===== config.mk =====
export PLATFORM = sky130hd
export DESIGN_NAME = pa_clic_int_sel
export DESIGN_NICKNAME = d
export VERILOG_FILES = /design/src/rtl/pa_clic_int_sel.sv
export SDC_FILE = /design/constraint.sdc
export NUM_CORES = 1
export LEC_CHECK = 0
export CAP_MARGIN = 10
export CORE_ASPECT_RATIO = 0.5
export CORE_MARGIN = 2
export CORE_UTILIZATION = 40
export DETAILED_ROUTE_END_ITERATION = 12
export GPL_ROUTABILITY_DRIVEN = 0
export PLACE_DENSITY = 0.71
export SYNTH_ARGS = -nofsm -noshare
export SYNTH_HDL_FRONTEND = slang
export SYNTH_SLANG_ARGS = --single-unit

===== constraint.sdc =====
create_clock -name clic_clk -period 3.67 [get_ports clic_clk]
set_clock_uncertainty 0.15 [all_clocks]
set_input_delay 1.101 -clock clic_clk [delete_from_list [all_inputs] [get_ports clic_clk]]
set_output_delay 1.101 -clock clic_clk [all_outputs]
set_load 0.05 [all_outputs]

===== src/rtl/pa_clic_int_sel.sv =====
// pa_clic_int_sel: downstream stage of the CLIC arbiter.
//
// Registers the arbitration winner, filters it against the level threshold
// and presents a stable request to the core with a valid/ack handshake.
// After the core acknowledges, it issues a one-cycle claim pulse back to the
// interrupt kids so that edge-triggered pending bits clear.
//
// Ports:
//   clic_clk              block clock
//   cpurst_b              synchronous active-low reset
//   arb_ctrl_int_req_raw  any interrupt requesting
//   arb_ctrl_int_id/il/hv/mode  arbitration winner attributes
//   ctrl_int_th           level threshold (max of mintthresh / current mil)
//   cpu_clic_int_ack      core accepts the presented interrupt
//   clic_cpu_int_vld/id/il/hv/mode  request presented to the core
//   clic_kid_claim_vld/id one-cycle claim pulse and claimed id
//
// Optional build macro:
//   CLIC_PREEMPT_UPDATE_EN  when defined, a qualified winner with a different
//                           id and strictly higher level replaces the pending
//                           request in place without dropping vld.

module pa_clic_int_sel #(
    parameter int unsigned ID_WIDTH = 12,
    parameter int unsigned IL_WIDTH = 8
) (
    input  logic                clic_clk,
    input  logic                cpurst_b,
    input  logic                arb_ctrl_int_req_raw,
    input  logic [ID_WIDTH-1:0] arb_ctrl_int_id,
    input  logic [IL_WIDTH-1:0] arb_ctrl_int_il,
    input  logic                arb_ctrl_int_hv,
    input  logic                arb_ctrl_int_mode,
    input  logic [IL_WIDTH-1:0] ctrl_int_th,
    input  logic                cpu_clic_int_ack,
    output logic                clic_cpu_int_vld,
    output logic [ID_WIDTH-1:0] clic_cpu_int_id,
    output logic [IL_WIDTH-1:0] clic_cpu_int_il,
    output logic                clic_cpu_int_hv,
    output logic                clic_cpu_int_mode,
    output logic                clic_kid_claim_vld,
    output logic [ID_WIDTH-1:0] clic_kid_claim_id
);

    typedef enum logic [1:0] {StIdle, StPend, StClaim} state_e;

    state_e                state_q, state_d;
    logic                  vld_q, vld_d;
    logic [ID_WIDTH-1:0]   id_q, id_d;
    logic [IL_WIDTH-1:0]   il_q, il_d;
    logic                  hv_q, hv_d;
    logic                  mode_q, mode_d;
    logic                  claim_vld_q, claim_vld_d;
    logic [ID_WIDTH-1:0]   claim_id_q, claim_id_d;

    logic qual;
    logic id_diff;

    // A level equal to the threshold does not qualify.
    assign qual    = arb_ctrl_int_req_raw & (arb_ctrl_int_il > ctrl_int_th);
    assign id_diff = (arb_ctrl_int_id != id_q);

    always_comb begin
        state_d     = state_q;
        vld_d       = 1'b0;
        id_d        = id_q;
        il_d        = il_q;
        hv_d        = hv_q;
        mode_d      = mode_q;
        claim_vld_d = 1'b0;
        claim_id_d  = claim_id_q;

        unique case (state_q)
            StIdle: begin
                if (qual) begin
                    state_d = StPend;
                    vld_d   = 1'b1;
                    id_d    = arb_ctrl_int_id;
                    il_d    = arb_ctrl_int_il;
                    hv_d    = arb_ctrl_int_hv;
                    mode_d  = arb_ctrl_int_mode;
                end
            end
            StPend: begin
                vld_d = 1'b1;
                if (cpu_clic_int_ack) begin
                    // Honoured even if the request dropped in the same cycle.
                    state_d     = StClaim;
                    vld_d       = 1'b0;
                    claim_vld_d = 1'b1;
                    claim_id_d  = id_q;
                end else if (!qual) begin
                    state_d = StIdle;
                    vld_d   = 1'b0;
                end else if (id_diff) begin
                    if (arb_ctrl_int_il < il_q) begin
                        // A lower winner means the held source went away.
                        state_d = StIdle;
                        vld_d   = 1'b0;
                    end else if (arb_ctrl_int_il > il_q) begin
`ifdef CLIC_PREEMPT_UPDATE_EN
                        id_d   = arb_ctrl_int_id;
                        il_d   = arb_ctrl_int_il;
                        hv_d   = arb_ctrl_int_hv;
                        mode_d = arb_ctrl_int_mode;
`else
                        // Keep the held request until ack or withdraw.
                        state_d = StPend;
`endif
                    end
                end else begin
                    hv_d   = arb_ctrl_int_hv;
                    mode_d = arb_ctrl_int_mode;
                end
            end
            StClaim: begin
                state_d = StIdle;
            end
            default: begin
                state_d = StIdle;
            end
        endcase
    end

    always_ff @(posedge clic_clk) begin
        if (!cpurst_b) begin
            state_q     <= StIdle;
            vld_q       <= 1'b0;
            id_q        <= '0;
            il_q        <= '0;
            hv_q        <= 1'b0;
            mode_q      <= 1'b0;
            claim_vld_q <= 1'b0;
            claim_id_q  <= '0;
        end else begin
            state_q     <= state_d;
            vld_q       <= vld_d;
            id_q        <= id_d;
            il_q        <= il_d;
            hv_q        <= hv_d;
            mode_q      <= mode_d;
            claim_vld_q <= claim_vld_d;
            claim_id_q  <= claim_id_d;
        end
    end

    assign clic_cpu_int_vld   = vld_q;
    assign clic_cpu_int_id    = id_q;
    assign clic_cpu_int_il    = il_q;
    assign clic_cpu_int_hv    = hv_q;
    assign clic_cpu_int_mode  = mode_q;
    assign clic_kid_claim_vld = claim_vld_q;
    assign clic_kid_claim_id  = claim_id_q;

endmodule


* After elaboration in Yosys (flattened, before gate mapping) *
Cells that the tools add are included.
W data, S select, Z words.

storage, ports and cells
  register bits after elaboration = 38
  output and inout bits = 36

cells by class
  reduce and logical (&&, ||, !) cells = 7
  muxes and demuxes = 24
  bitwise logic cells = 1
  $lt $le $gt $ge = 3
  equality and inequality tests = 8

operators by type and width
  operator              number
  $gt A8 B8 Y1          2
  $mux W1               14
  $mux W2               6
  $ne A12 B12 Y1        1
  $lt A8 B8 Y1          1
  $ne A2 B2 Y1 const B  4
  $pmux W1 S2           3
  $reduce_and A2 Y1     3
  $ne A5 B5 Y1 const B  1
  $reduce_and A5 Y1     1
  $ne A4 B4 Y1 const B  1
  $pmux W2 S2           1
  $reduce_and A3 Y1     1
  $eq A2 B1 Y1 const B  1
  $logic_not A2 Y1      1
  $reduce_bool A2 Y1    1
  $and A1 B1 Y1         1

* Depth between registers and ports, before layout *
Gate-level depths: netlist of run 1.

  depth in word-level cells = 7
  mapped depth = 8
  mapped depth without buffers = 7

* Worst setup path before layout of run 1 *
Ideal clock, no wire load.

  path kind = input to register
  from = input port ctrl_int_th[7]
  to = register id_q[0] (netlist: clic_cpu_int_id[0])
  library setup time = 0.115 ns
  cell stages on the path = 8
  path slack = 0.785 ns
  arrival = 2.620 ns
  data required time = 3.405 ns
  cell sequence = inv_1 ha_1 and4_4 a211o_1 a2111o_1 buf_6 nand3_2 o21ai_2

between the ends
  word-level cells in the longest chain between the ends = 3

ends and longest elaborated chain
  item                                line  text
  from (decl)                         34    input logic [IL_WIDTH-1:0] ctrl_int_th,
  $gt A8 B8 Y1                        60    assign qual = arb_ctrl_int_req_raw & (arb_ctrl_int_il > ctrl_int_th);
  $and A1 B1 Y1                       60
  $reduce_and A2 Y1 (no source line)  n/a
  to (signal assigned)                138   id_q <= id_d;
  to (decl)                           49    logic [ID_WIDTH-1:0] id_q, id_d;

Every way passes these cells.
A chain may end at the register's enable or synchronous reset.

* Worst setup path in the final report of run 1 *
  from = input port arb_ctrl_int_il[0]
  to = register id_q[2] (netlist: clic_cpu_int_id[2])

between the ends
  word-level cells in the longest chain between the ends = 3

ends and longest elaborated chain
  item                                line  text
  from (decl)                         31    input logic [IL_WIDTH-1:0] arb_ctrl_int_il,
  $gt A8 B8 Y1                        60
  $and A1 B1 Y1                       60
  $reduce_and A2 Y1 (no source line)  n/a

Every way passes these cells.

==> results of run 1 <==
## state kept, by name, summed over array words and instances, names as in the netlist
signal / flops
clic_cpu_int_mode: 1
clic_cpu_int_hv: 1
clic_kid_claim_vld: 1
clic_cpu_int_id: 12
state_q: 2
clic_cpu_int_vld: 1
clic_cpu_int_il: 8
clic_kid_claim_id: 12
## critical path, delay by kind of cell
kind | cells | cell delay [ns]
buf+inv | 3 | 0.75
simple gates | 2 | 0.29
fa+ha+maj | 1 | 0.29
compound gates | 3 | 0.80
## synth_stat cells (2+ instances only)
cell                         n
sky130_fd_sc_hd__buf_6       4
sky130_fd_sc_hd__buf_2       2
sky130_fd_sc_hd__nand3_2    20
sky130_fd_sc_hd__nand2_1    49
sky130_fd_sc_hd__a21o_1      3
sky130_fd_sc_hd__o21a_1      2
sky130_fd_sc_hd__dfxtp_1    38
sky130_fd_sc_hd__o2111ai_1   2
sky130_fd_sc_hd__and2_1      2
sky130_fd_sc_hd__a311oi_1    2
sky130_fd_sc_hd__clkbuf_1    6
sky130_fd_sc_hd__ha_1       16
sky130_fd_sc_hd__xnor2_1     7
sky130_fd_sc_hd__inv_1      15
sky130_fd_sc_hd__a21boi_1   12
sky130_fd_sc_hd__o221ai_1    2
sky130_fd_sc_hd__o21ai_2    20
sky130_fd_sc_hd__a21oi_1     5
sky130_fd_sc_hd__xor2_1      5
sky130_fd_sc_hd__and4_4      2
sky130_fd_sc_hd__nand3_1     3
sky130_fd_sc_hd__nand4_1     3
## worst max path at each step
stage	from	to	depth (start not counted)
2_1_floorplan	ctrl_int_th[7]	clic_cpu_int_id[0]$_SDFFE_PN0P_	8
5_1_grt	arb_ctrl_int_il[0]	clic_cpu_int_id[5]$_SDFFE_PN0P_	9
3_3_place_gp	arb_ctrl_int_il[0]	clic_cpu_int_id[11]$_SDFFE_PN0P_	9
6_report	arb_ctrl_int_il[0]	clic_cpu_int_id[2]$_SDFFE_PN0P_	9
4_1_cts	arb_ctrl_int_il[0]	clic_cpu_int_il[2]$_SDFFE_PN0P_	9
3_5_place_dp	arb_ctrl_int_il[0]	clic_cpu_int_id[2]$_SDFFE_PN0P_	9
## stage by stage
| stage | cells | power (W) | utilization | setup WS (ns) |
|---|---|---|---|---|
| final | 370 | 0.0009795 | 0.5868 | 0.4301 |
| after global routing | 370 | 0.001028 | 0.5868 | 0.3087 |
| after CTS | 370 | 0.0009897 | 0.5868 | 0.4353 |
| after detailed placement | 363 | 0.0007189 | 0.5712 | 0.1257 |
| after global placement | 363 | 0.0007140 | 0.5712 | 0.1681 |
| after floorplan | 234 | 0.0006268 | - | 0.7847 |
## kinds of logic (layout without fill, tap and decap cells)
kind of cell	Yosys count	after routing	share of synthesized area
fa+ha+maj	16	16	0.09297
compound gates	54	54	0.2051
simple gates	85	85	0.2278
xor+xnor	12	12	0.04881
buf+inv	29	95	0.07205
flops	38	38	0.3533
## area by class of cell
cell class	count	area share
flip-flops and latches	38	0.2570
multi-input cells	167	0.4184
inverters	16	0.02494
clock inverters	2	0.003381
repair buffers	72	0.2434
well taps	70	0.02959
clock buffers	5	0.02325
## cells in the final DEF, fill, tap and decap left out, types with 2 or more instances in the layout
cell type,synthesis,final
sky130_fd_sc_hd__a21o_1,3,3
sky130_fd_sc_hd__o21a_1,2,2
sky130_fd_sc_hd__inv_1,15,15
sky130_fd_sc_hd__nand2_1,49,49
sky130_fd_sc_hd__nand4_1,3,3
sky130_fd_sc_hd__buf_4,0,2
sky130_fd_sc_hd__nand3_1,3,3
sky130_fd_sc_hd__and4_4,2,2
sky130_fd_sc_hd__a311oi_1,2,2
sky130_fd_sc_hd__clkinv_2,0,2
sky130_fd_sc_hd__ha_1,16,16
sky130_fd_sc_hd__dfxtp_1,38,38
sky130_fd_sc_hd__clkdlybuf4s50_1,0,68
sky130_fd_sc_hd__and2_1,2,2
sky130_fd_sc_hd__nand3_2,20,20
sky130_fd_sc_hd__clkbuf_8,0,5
sky130_fd_sc_hd__o221ai_1,2,2
sky130_fd_sc_hd__xor2_1,5,5
sky130_fd_sc_hd__a21boi_1,12,12
sky130_fd_sc_hd__a21oi_1,5,5
sky130_fd_sc_hd__o21ai_2,20,20
sky130_fd_sc_hd__o2111ai_1,2,2
sky130_fd_sc_hd__xnor2_1,7,7
## metal layers
| metal | share of wire | routed length (um) | up-vias |
|---|---|---|---|
| li1 | - | - | 941 |
| met1 | 0.47 | 2314 | 847 |
| met2 | 0.48 | 2372 | 28 |
| met3 | 0.036 | 177 | 5 |
| met4 | 0.0090 | 44 | 0 |
| met5 | 0 | 0 | - |
## power breakdown
group	leakage (nW)	internal (W)	total, W	switching, W
clock network	0.0438	0.000127	0.000270	0.000143
logic	0.755	0.000111	0.000261	0.000150
registers	0.308	0.000429	0.000448	0.0000193
==> summary by stage, run 1 <==
Cells and area
The final layout contains 350 nets. The sequential cell area is 760.7 um^2. The multi-input combinational cell area is 0.001239 mm^2. The fill cell instance count of the final layout is 467. The area of all placed cells without fillers is 0.002960 mm^2. Compared with the post-synthesis result, the final layout area differs by 37.48%. Of the cells placed in the final design, the portion with a size suffix greater than 1 is 0.1967.

The count of antenna diodes in the layout is 0.

Placed design
The HPWL after detailed placement is 3671 um. Port buffering added 69 buffers. The post-detailed-placement cell area is 0.002882 mm^2.

Min path
In this run the most critical hold path is launched from clic_kid_claim_id[0]$_SDFFE_PN0P_. The kind of path behind the tightest hold check is flop to flop. The cell count of the worst hold path is 2. The end point of the worst hold path is clic_kid_claim_id[0]$_SDFFE_PN0P_.

STA
In the finished design, the share of the clock period the worst path needs comes to 0.8828. Setup violations remaining at the end of the flow were counted as 0. The maximum operating frequency is 0.3087 GHz. The post-route setup TNS is 0 ns. Setup repair after global routing left no endpoint under its margin. For the pin with the worst max-slew slack, the measured transition is 0.6887 ns. The count of final max-slew check failures is 0.

Subtracting the final worst setup slack from the clock period gives 3.240 ns. The worst hold slack is 0.3030 ns. Headroom to the max-slew limit came out at 0.5409. The final hold violation count was 0.

Setup path
STA puts the critical path data arrival time at 3.27 ns. The worst setup path is captured at a flop. The flop-to-flop setup slack is 1.90 ns. In this run the worst path has a maximum fanout of 40. The required time reported for the critical path endpoint is 3.70 ns. The signal on the critical path passes through clkdlybuf4s50_1, inv_1, ha_1, and4_4, a211o_1, a2111o_2, buf_12, nand3_2, o21ai_2. The setup path with the least slack is of type primary input to flop. The worst setup path is launched from a primary input.

The worst-case reg-to-reg path depth is 5. The worst-path cell with the longest stage delay is sky130_fd_sc_hd__clkdlybuf4s50_1. The capture instance of the worst register-to-register path is clic_cpu_int_hv$_SDFFE_PN0P_. The largest stage delay on the critical path is 0.48 ns. The startpoint of the lowest-slack register-to-register path is clic_cpu_int_id[0]$_SDFFE_PN0P_.

GRT
The overall fraction of global-route tracks in use is 0.1684. For this run, global-route usage on met1 was measured as 0.2192. The via count of the first global-routing pass came to 1744.

The maximum number of pins on one net before global-route repair is 62. Global routing finished with a remaining overflow of 0. The first-pass GRT wire length is 8024 um.

The routing usage on met2 is 0.2812. The number of antenna violations at the first check in global routing came to 0. The routing layer with the top usage in global route is met2.

For this run, global-route usage on met3 was measured as 0.03630.

CTS
The later pin in the worst-skew pair is clocked with a latency of 0.29 ns. The clock tree from TritonCTS is yes. The count of instances resized after the clock tree is built is 0.

The count of H-tree levels built during CTS is 2. For this design, the sink count on the clock tree is 38. The maximum clock insertion buffer count is 2. The number of buffers inserted during clock tree synthesis is 5.

Once the clock tree was built, the setup fixing pass inserted 0 buffers. The clock-pin slew on the worst setup and hold paths is 0.07 ns. The number of hold buffers added after CTS was 0. In this run the clock root is driven by a sky130_fd_sc_hd__clkbuf_8.

Yosys
The sequential area share after synthesis is 0.3533. The cell taking the most area after synthesis is sky130_fd_sc_hd__dfxtp_1. In this run, synthesis inferred 0 flip-flops with an integrated enable. The post-synthesis average cell area is 9.202 um^2. Of the post-synthesis cell area, the dominant cell type holds 0.3533. During synthesis, Yosys emitted a total of 0 warnings.

The synthesized netlist occupies a cell area of 0.002153 mm^2. Among all flip-flop cells after synthesis, the most frequent one is sky130_fd_sc_hd__dfxtp_1. The proportion of register bits with asynchronous set or reset after synthesis is 0. In this run, synthesis produced a sequential element count of 38. The synthesized netlist net count is 284.

The count of different cell masters after synthesis is 36. The synthesized instance count is 234. Sorting the synthesized cells by area gives the leading types as sky130_fd_sc_hd__dfxtp_1 (35%), sky130_fd_sc_hd__ha_1 (9.3%), sky130_fd_sc_hd__nand3_2 (9.3%), sky130_fd_sc_hd__nand2_1 (8.5%), sky130_fd_sc_hd__o21ai_2 (8.1%).

Power
In this run the static leakage power is 1.107 nW. The maximum VDD drop is 0.1502 mV. The power per cell area is 330.9 mW/mm^2.

Route
The routed length per placed instance is 13.26 um. The per-cell via count in the routed design is 4.922. The DRC violation total after the first TritonRoute iteration is 81. The routed wire length is 4908 um. The post-route DRC violation count is 0.

Across all layers, the routed design uses 1821 vias. Once detail routing completed, the nets flagged for antenna violations numbered 0. The pre-antenna-repair detailed-routing pass consisted of 4 iterations.

Job
The tool flagged a number of max-cap violations equal to 0.

Floorplanning
The initial core utilization is 0.4268. The floorplan step set the die width to 107.8 um. The number of cell rows is 18.

The core region is 0.005045 mm^2. For this design the top-level I/O count stands at 70. The area enclosed by the die boundary is 0.006022 mm^2.

The die height is 55.88 um.

Run status
The flow ran to the end, and the final reports show no timing, DRC or antenna violations.
(Power assumes the default switching activity.)
==> inputs of run 2 (changes only) <==
PLACE_DENSITY = default   (was 0.71)
PLACE_DENSITY_LB_ADDON = 0.12   (was default)
==> run 2 against run 1 <==
Net effect:
- routed wire length rose by 1.4%
- highest routed layer unchanged
- largest power group unchanged
- largest cell class unchanged
- critical path depth stayed put
- via count grew 1.2%
==> summary by stage, run 2 (synthesized netlist as in run 1, its figures left out) <==
GRT
The maximum number of pins on one net before global-route repair is 41. The number of antenna violations at the first check in global routing is 0. For this run, the total global-route usage over all layers was measured as 0.1703.

The via count of the first global-routing pass was 1808. The leftover overflow at the end of global routing is 0. The first-pass GRT wire length is 8266 um.

Route
Summed over all layers, the routed wires come to 4975 um. The uppermost metal layer occupied by signal nets is met4. In the detailed route, the total length drawn on met3 is 241 um. The post-detailed-route count of antenna-violating nets is 0. Wire segments on met2 add up to 2275 um in the final route. The post-route DRC violation count is 0. Detailed routing inserted a total of 1843 vias.

The per-cell via count in the routed design is 4.968. For this block, wires on met1 add up to 2447 um. The number of search-and-repair iterations in the first detailed-routing pass is 4. After the first detailed-routing iteration, the DRC count stood at 50. The routed length per placed instance is 13.41 um.

Cells and area
0 antenna diodes ended up in the layout. The top cell types in the final layout, fill and taps aside, are sky130_fd_sc_hd__clkdlybuf4s50_1 (68), sky130_fd_sc_hd__nand2_1 (49), sky130_fd_sc_hd__dfxtp_1 (38). Compared with the post-synthesis result, the final layout area differs by 40.21%. The fraction of final layout cells with drive strength greater than 1 is 0.1993. The most common cell after layout, fill and taps aside is sky130_fd_sc_hd__clkdlybuf4s50_1. The non-filler instance count after layout is 371. The count of nets after finishing is 350.

Floorplanning
The area enclosed by the die boundary is 0.006022 mm^2. The core region is 0.005045 mm^2. The initial utilization of the core area, before any placement, comes to 0.4268. The die height is 55.88 um. After floorplanning, the core was divided into 18 placement rows. From left edge to right edge, the die measures 107.8 um. The number of primary I/O pins is 70.

Min path
Counting instances, the worst hold path has a depth of 2. In this run the most critical hold path is launched from clic_kid_claim_id[3]$_SDFFE_PN0P_. The kind of path behind the tightest hold check is flop to flop.

The end point of the worst hold path is clic_kid_claim_id[3]$_SDFFE_PN0P_.

STA
Based on the critical path, the design can be clocked at up to 0.3103 GHz. The worst hold slack is 0.3024 ns. For the pin with the worst max-slew slack, the measured transition is 0.7497 ns. The post-route setup TNS is 0 ns.

Setup repair after global routing left no endpoint under its margin. Setup violations remaining at the end of the flow were counted as 0. The worst max-slew margin expressed relative to the limit is 0.5002. In the post-route analysis, the smallest setup slack over all paths is 0.4476 ns. The final hold violation count was 0.

The time the final worst path needs with I/O delays and setup is 3.222 ns. The count of final max-slew check failures came to 0. The final clock period utilization by the worst path is 0.8780.

CTS
Gates resized during post-CTS repair numbered 0. The root buffer cell is sky130_fd_sc_hd__clkbuf_8. The later pin in the worst-skew pair is clocked with a latency of 0.29 ns. The tree built by TritonCTS fans out to 38 sinks. In this run the number of H-tree levels came out at 2. Clock-pin slew was measured on the worst setup and hold paths at 0.08 ns. The maximum clock insertion buffer count is 2. In this run, post-CTS hold repair placed 0 buffers. TritonCTS created 5 clock buffers. TritonCTS built the clock tree. Buffers added to address setup during post-CTS repair amount to 0.

Setup path
Along the worst path, the maximum fanout reaches 40. The type of origin of the critical path is a primary input. The endpoint arrival time on the critical path is 3.24 ns. The capture instance of the worst register-to-register path is clic_cpu_int_hv$_SDFFE_PN0P_. The required time reported for the critical path endpoint is 3.69 ns. The worst-case reg-to-reg path depth is 5. The worst setup path is captured at a flop.

In this run the critical register-to-register path is launched from clic_cpu_int_id[7]$_SDFFE_PN0P_. The setup check on the worst reg-to-reg path leaves a slack of 1.85 ns. The type of the worst setup path is primary input to flop.

Placed design
The count of buffers added on input and output ports is 69. Detailed placement finished with a half-perimeter wire length of 3803 um. The worst-case setup slack after placement is 0.1317 ns. In this run, placement finished with an instance count of 363.

Power
The reported leakage power is 1.131 nW. Across the VDD grid, the largest voltage drop is 0.2246 mV. The power per cell area is 376.8 mW/mm^2.

Job
Across the run, the number of max-cap violations was 0.

Run status
The run finished with clean final reports.
## run 2: cell types whose count changed in the layout (fill, tap and decap cells not counted), sizes merged
| cell | delta |
|---|---|
| bufinv | +2 |
| clkinv | -1 |
## run 2: stage by stage
stage	area (um^2)	power [W]	utilization
floorplan	2153	0.0006268	-
global placement	2882	0.0007146	0.5712
detailed placement	2882	0.0007202	0.5712
CTS	3019	0.001153	0.5985
global route	3019	0.001192	0.5985
finish	3019	0.001138	0.5985
## run 2: power breakdown
group,switching (W),internal (W),leakage [nW]
combinational,0.000152,0.000111,0.755
clock,0.000155,0.000272,0.0683
sequential,0.0000186,0.000429,0.308
## run 2: cell type report
type	count	area [um^2]
clock inverters	3	68.82
well taps	70	87.58
fillers	444	2026
repair buffers	72	720.7
multi-input cells	167	1239
inverters	16	73.82
flip-flops and latches	38	760.7
clock buffers	5	68.82
## run 2: per-layer routing
metal  GRT usage  up-vias
met1      0.2258      852
met3     0.04567        2
met5           0        -
met4     0.02198        0
met2      0.2857       47
li1            -      942
## run 2: worst max-delay path by stage
stage | from | endpoint | slack [ns] | cells past startpoint
floorplan | ctrl_int_th[7] | clic_cpu_int_id[0]$_SDFFE_PN0P_ | 0.78 | 8
global placement | arb_ctrl_int_il[0] | clic_cpu_int_il[3]$_SDFFE_PN0P_ | 0.16 | 9
detailed placement | arb_ctrl_int_il[0] | clic_cpu_int_il[1]$_SDFFE_PN0P_ | 0.13 | 9
CTS | arb_ctrl_int_il[0] | clic_cpu_int_il[1]$_SDFFE_PN0P_ | 0.43 | 9
global route | arb_ctrl_int_il[0] | clic_cpu_int_il[1]$_SDFFE_PN0P_ | 0.37 | 9
finish | arb_ctrl_int_il[0] | clic_cpu_int_il[0]$_SDFFE_PN0P_ | 0.45 | 9
## run 2: worst max-delay path: stages
cell and delay (ns):
sky130_fd_sc_hd__clkdlybuf4s50_1 0.48, sky130_fd_sc_hd__inv_1 0.06, sky130_fd_sc_hd__ha_1 0.29, sky130_fd_sc_hd__and4_4 0.18
sky130_fd_sc_hd__a211o_1 0.31, sky130_fd_sc_hd__a2111o_2 0.43, sky130_fd_sc_hd__buf_12 0.21, sky130_fd_sc_hd__nand3_2 0.11
sky130_fd_sc_hd__o21ai_2 0.06
==> inputs of run 3 (changes only) <==
CORE_UTILIZATION = 50   (was 40)
==> run 3 against run 2 <==
Net effect:
- die area decreased by 19%
- register-to-register slack improved by 0.10 ns
- global-route usage increased by 3.1 points
- hold slack about the same
- total power increased by 0.89%
- sequential share of layout area increased by 0.13 points
- routed wire length decreased by 6.4%
- critical path type unchanged
- highest routed layer unchanged
==> summary by stage, run 3 (synthesized netlist as in run 1, its figures left out) <==
Route
Using the TritonRoute via totals, the vias-per-cell ratio works out to 5.121. The total via count in the routed design is 1818. The post-route DRC violation count is 0. The routed length per placed instance is 13.12 um. The routed wire length is 4659 um.

The post-detailed-route count of antenna-violating nets is 0. After the first detailed-routing iteration, the DRC count stood at 64. The pre-antenna-repair detailed-routing pass consisted of 4 iterations.

Cells and area
Leaving out fill and tap cells, the most frequent cells in the layout are sky130_fd_sc_hd__clkdlybuf4s50_1 (68), sky130_fd_sc_hd__nand2_1 (49), sky130_fd_sc_hd__dfxtp_1 (38). The number of antenna diodes in the final layout is 0. The fill cell instance count of the final layout is 307. Compared with the post-synthesis result, the final layout area differs by 39.51%. The fraction of final layout cells with drive strength greater than 1 is 0.1993. The most common cell after layout, fill and taps aside is sky130_fd_sc_hd__clkdlybuf4s50_1. With fillers left out, the area of the finished cells amounts to 0.003004 mm^2. Registers take 760.7 um^2. The final standard cell utilization of the core is 0.7466. The multi-input combinational cells in the finished layout cover a total of 0.001239 mm^2.

For this run, the post-layout net count is 350.

Run status
The run finished with clean final reports.

STA
The maximum operating frequency is 0.3091 GHz. Setup repair after global routing left no endpoint under its margin. The post-route setup TNS is 0 ns. The total of endpoints with negative setup slack in the final report is 0. For the pin with the worst max-slew slack, the measured transition is 0.5257 ns. Dividing the final minimum period by the clock period gives 0.8814.

Setup slack closes at 0.4352 ns. The worst max-slew margin expressed relative to the limit is 0.6484. The count of final max-slew check failures came to 0.

The final hold violation count is 0. The time the final worst path needs with I/O delays and setup is 3.235 ns. The worst hold slack is 0.3027 ns.

Setup path
The worst-case reg-to-reg path depth is 5. The kind of end point of the critical path is a flop. The top fanout value on the critical path is 40. The type of the worst setup path is primary input to flop. The required time reported for the critical path endpoint is 3.70 ns. The worst setup path is launched from a primary input.

For the worst setup path, the data arrival time is 3.26 ns.

Placed design
The number of port buffers is 69. The worst-case setup slack after placement is 0.1320 ns. The HPWL after detailed placement is 3543 um.

The post-detailed-placement cell area is 0.002861 mm^2.

Power
The reported leakage power is 1.135 nW. In this run the power density over the cells is 382.0 mW/mm^2. The maximum VDD drop is 0.1927 mV.

GRT
The leftover overflow at the end of global routing is 0. The number of antenna violations at the first check in global routing came to 0. The first global-routing pass estimated 7859 um of wire. The via count of the first global-routing pass was 1718. Entering global routing, the biggest net connects 42 pins. The overall fraction of global-route tracks in use is 0.2013.

CTS
The longest clock path from root to sink contains 2 buffers. TritonCTS built the clock tree. Buffers added to address setup during post-CTS repair amount to 0.

Clock-pin slew was measured on the worst setup and hold paths at 0.07 ns. At the later pin of the worst-skew pair, clock insertion delay measures 0.29 ns. After clock tree synthesis, the flow added hold-fix buffers numbering 0. The H-tree was split into 2 levels. The tree built by TritonCTS fans out to 38 sinks. Counting the buffers created by CTS gives 5. The count of instances resized after the clock tree is built is 0. The root buffer cell is sky130_fd_sc_hd__clkbuf_8.

Min path
The kind of path behind the tightest hold check is flop to flop. The worst hold path passes through 2 cells.

Floorplanning
The floorplan core area is 0.004024 mm^2. The die is 96.81 um wide. The area enclosed by the die boundary is 0.004879 mm^2. The number of primary I/O pins is 70. The initial core utilization is 0.5351. The number of cell rows is 16. The die height is 50.41 um.

Job
The number of max-cap violations is 0.
[run 3: changes by cell type in the layout (fill, tap and decap cells not counted), sizes merged]
| cell | delta |
|---|---|
| clkbuf | +1 |
| clkinv | -1 |
[run 3: critical path: stages]
cell and delay (ns):
sky130_fd_sc_hd__clkdlybuf4s50_1 0.48, sky130_fd_sc_hd__inv_1 0.07, sky130_fd_sc_hd__ha_1 0.30, sky130_fd_sc_hd__and4_4 0.18
sky130_fd_sc_hd__a211o_1 0.31, sky130_fd_sc_hd__a2111o_2 0.44, sky130_fd_sc_hd__buf_12 0.21, sky130_fd_sc_hd__nand3_2 0.11
sky130_fd_sc_hd__o21ai_2 0.05
[run 3: report_power, final]
group	switching [W]	total, W	internal (W)
logic	0.000149	0.000260	0.000111
registers	0.0000197	0.000449	0.000429
clock network	0.000149	0.000439	0.000290
total	0.000318	0.00115	0.000830
[run 3: worst paths after layout]
path | start | end | slack (ns)
max | arb_ctrl_int_il[0] | clic_cpu_int_id[3]$_SDFFE_PN0P_ | 0.44
min reg2reg | clic_kid_claim_id[1]$_SDFFE_PN0P_ | clic_kid_claim_id[1]$_SDFFE_PN0P_ | 0.30
max reg2reg | state_q[1]$_SDFFE_PN0P_ | clic_cpu_int_id[3]$_SDFFE_PN0P_ | 1.95
min | clic_kid_claim_id[1]$_SDFFE_PN0P_ | clic_kid_claim_id[1]$_SDFFE_PN0P_ | 0.30
[run 3: through the flow]
step / total power (W) / std cells
after detailed placement: 0.0007178 / 347
after CTS: 0.001153 / 355
after global placement: 0.0007118 / 347
final: 0.001148 / 355
after floorplan: 0.0006268 / 234
after global routing: 0.001195 / 355
[run 3: metal layers]
metal  GRT usage  vias to the layer above  share of wire
met2      0.3438                       46           0.45
met4     0.06808                        0          0.013
li1            -                      937              -
met3     0.04875                        8          0.048
met5           0                        -              0
met1      0.2543                      827           0.48
[run 3: area by class of cell]
cell class | instances | share of cell area
Clock inverter | 2 | 0.01999
Inverter | 16 | 0.02457
Clock buffer | 6 | 0.02749
Tap cell | 54 | 0.02249
Sequential cell | 38 | 0.2532
Multi-Input combinational cell | 167 | 0.4123
Timing Repair Buffer | 72 | 0.2399
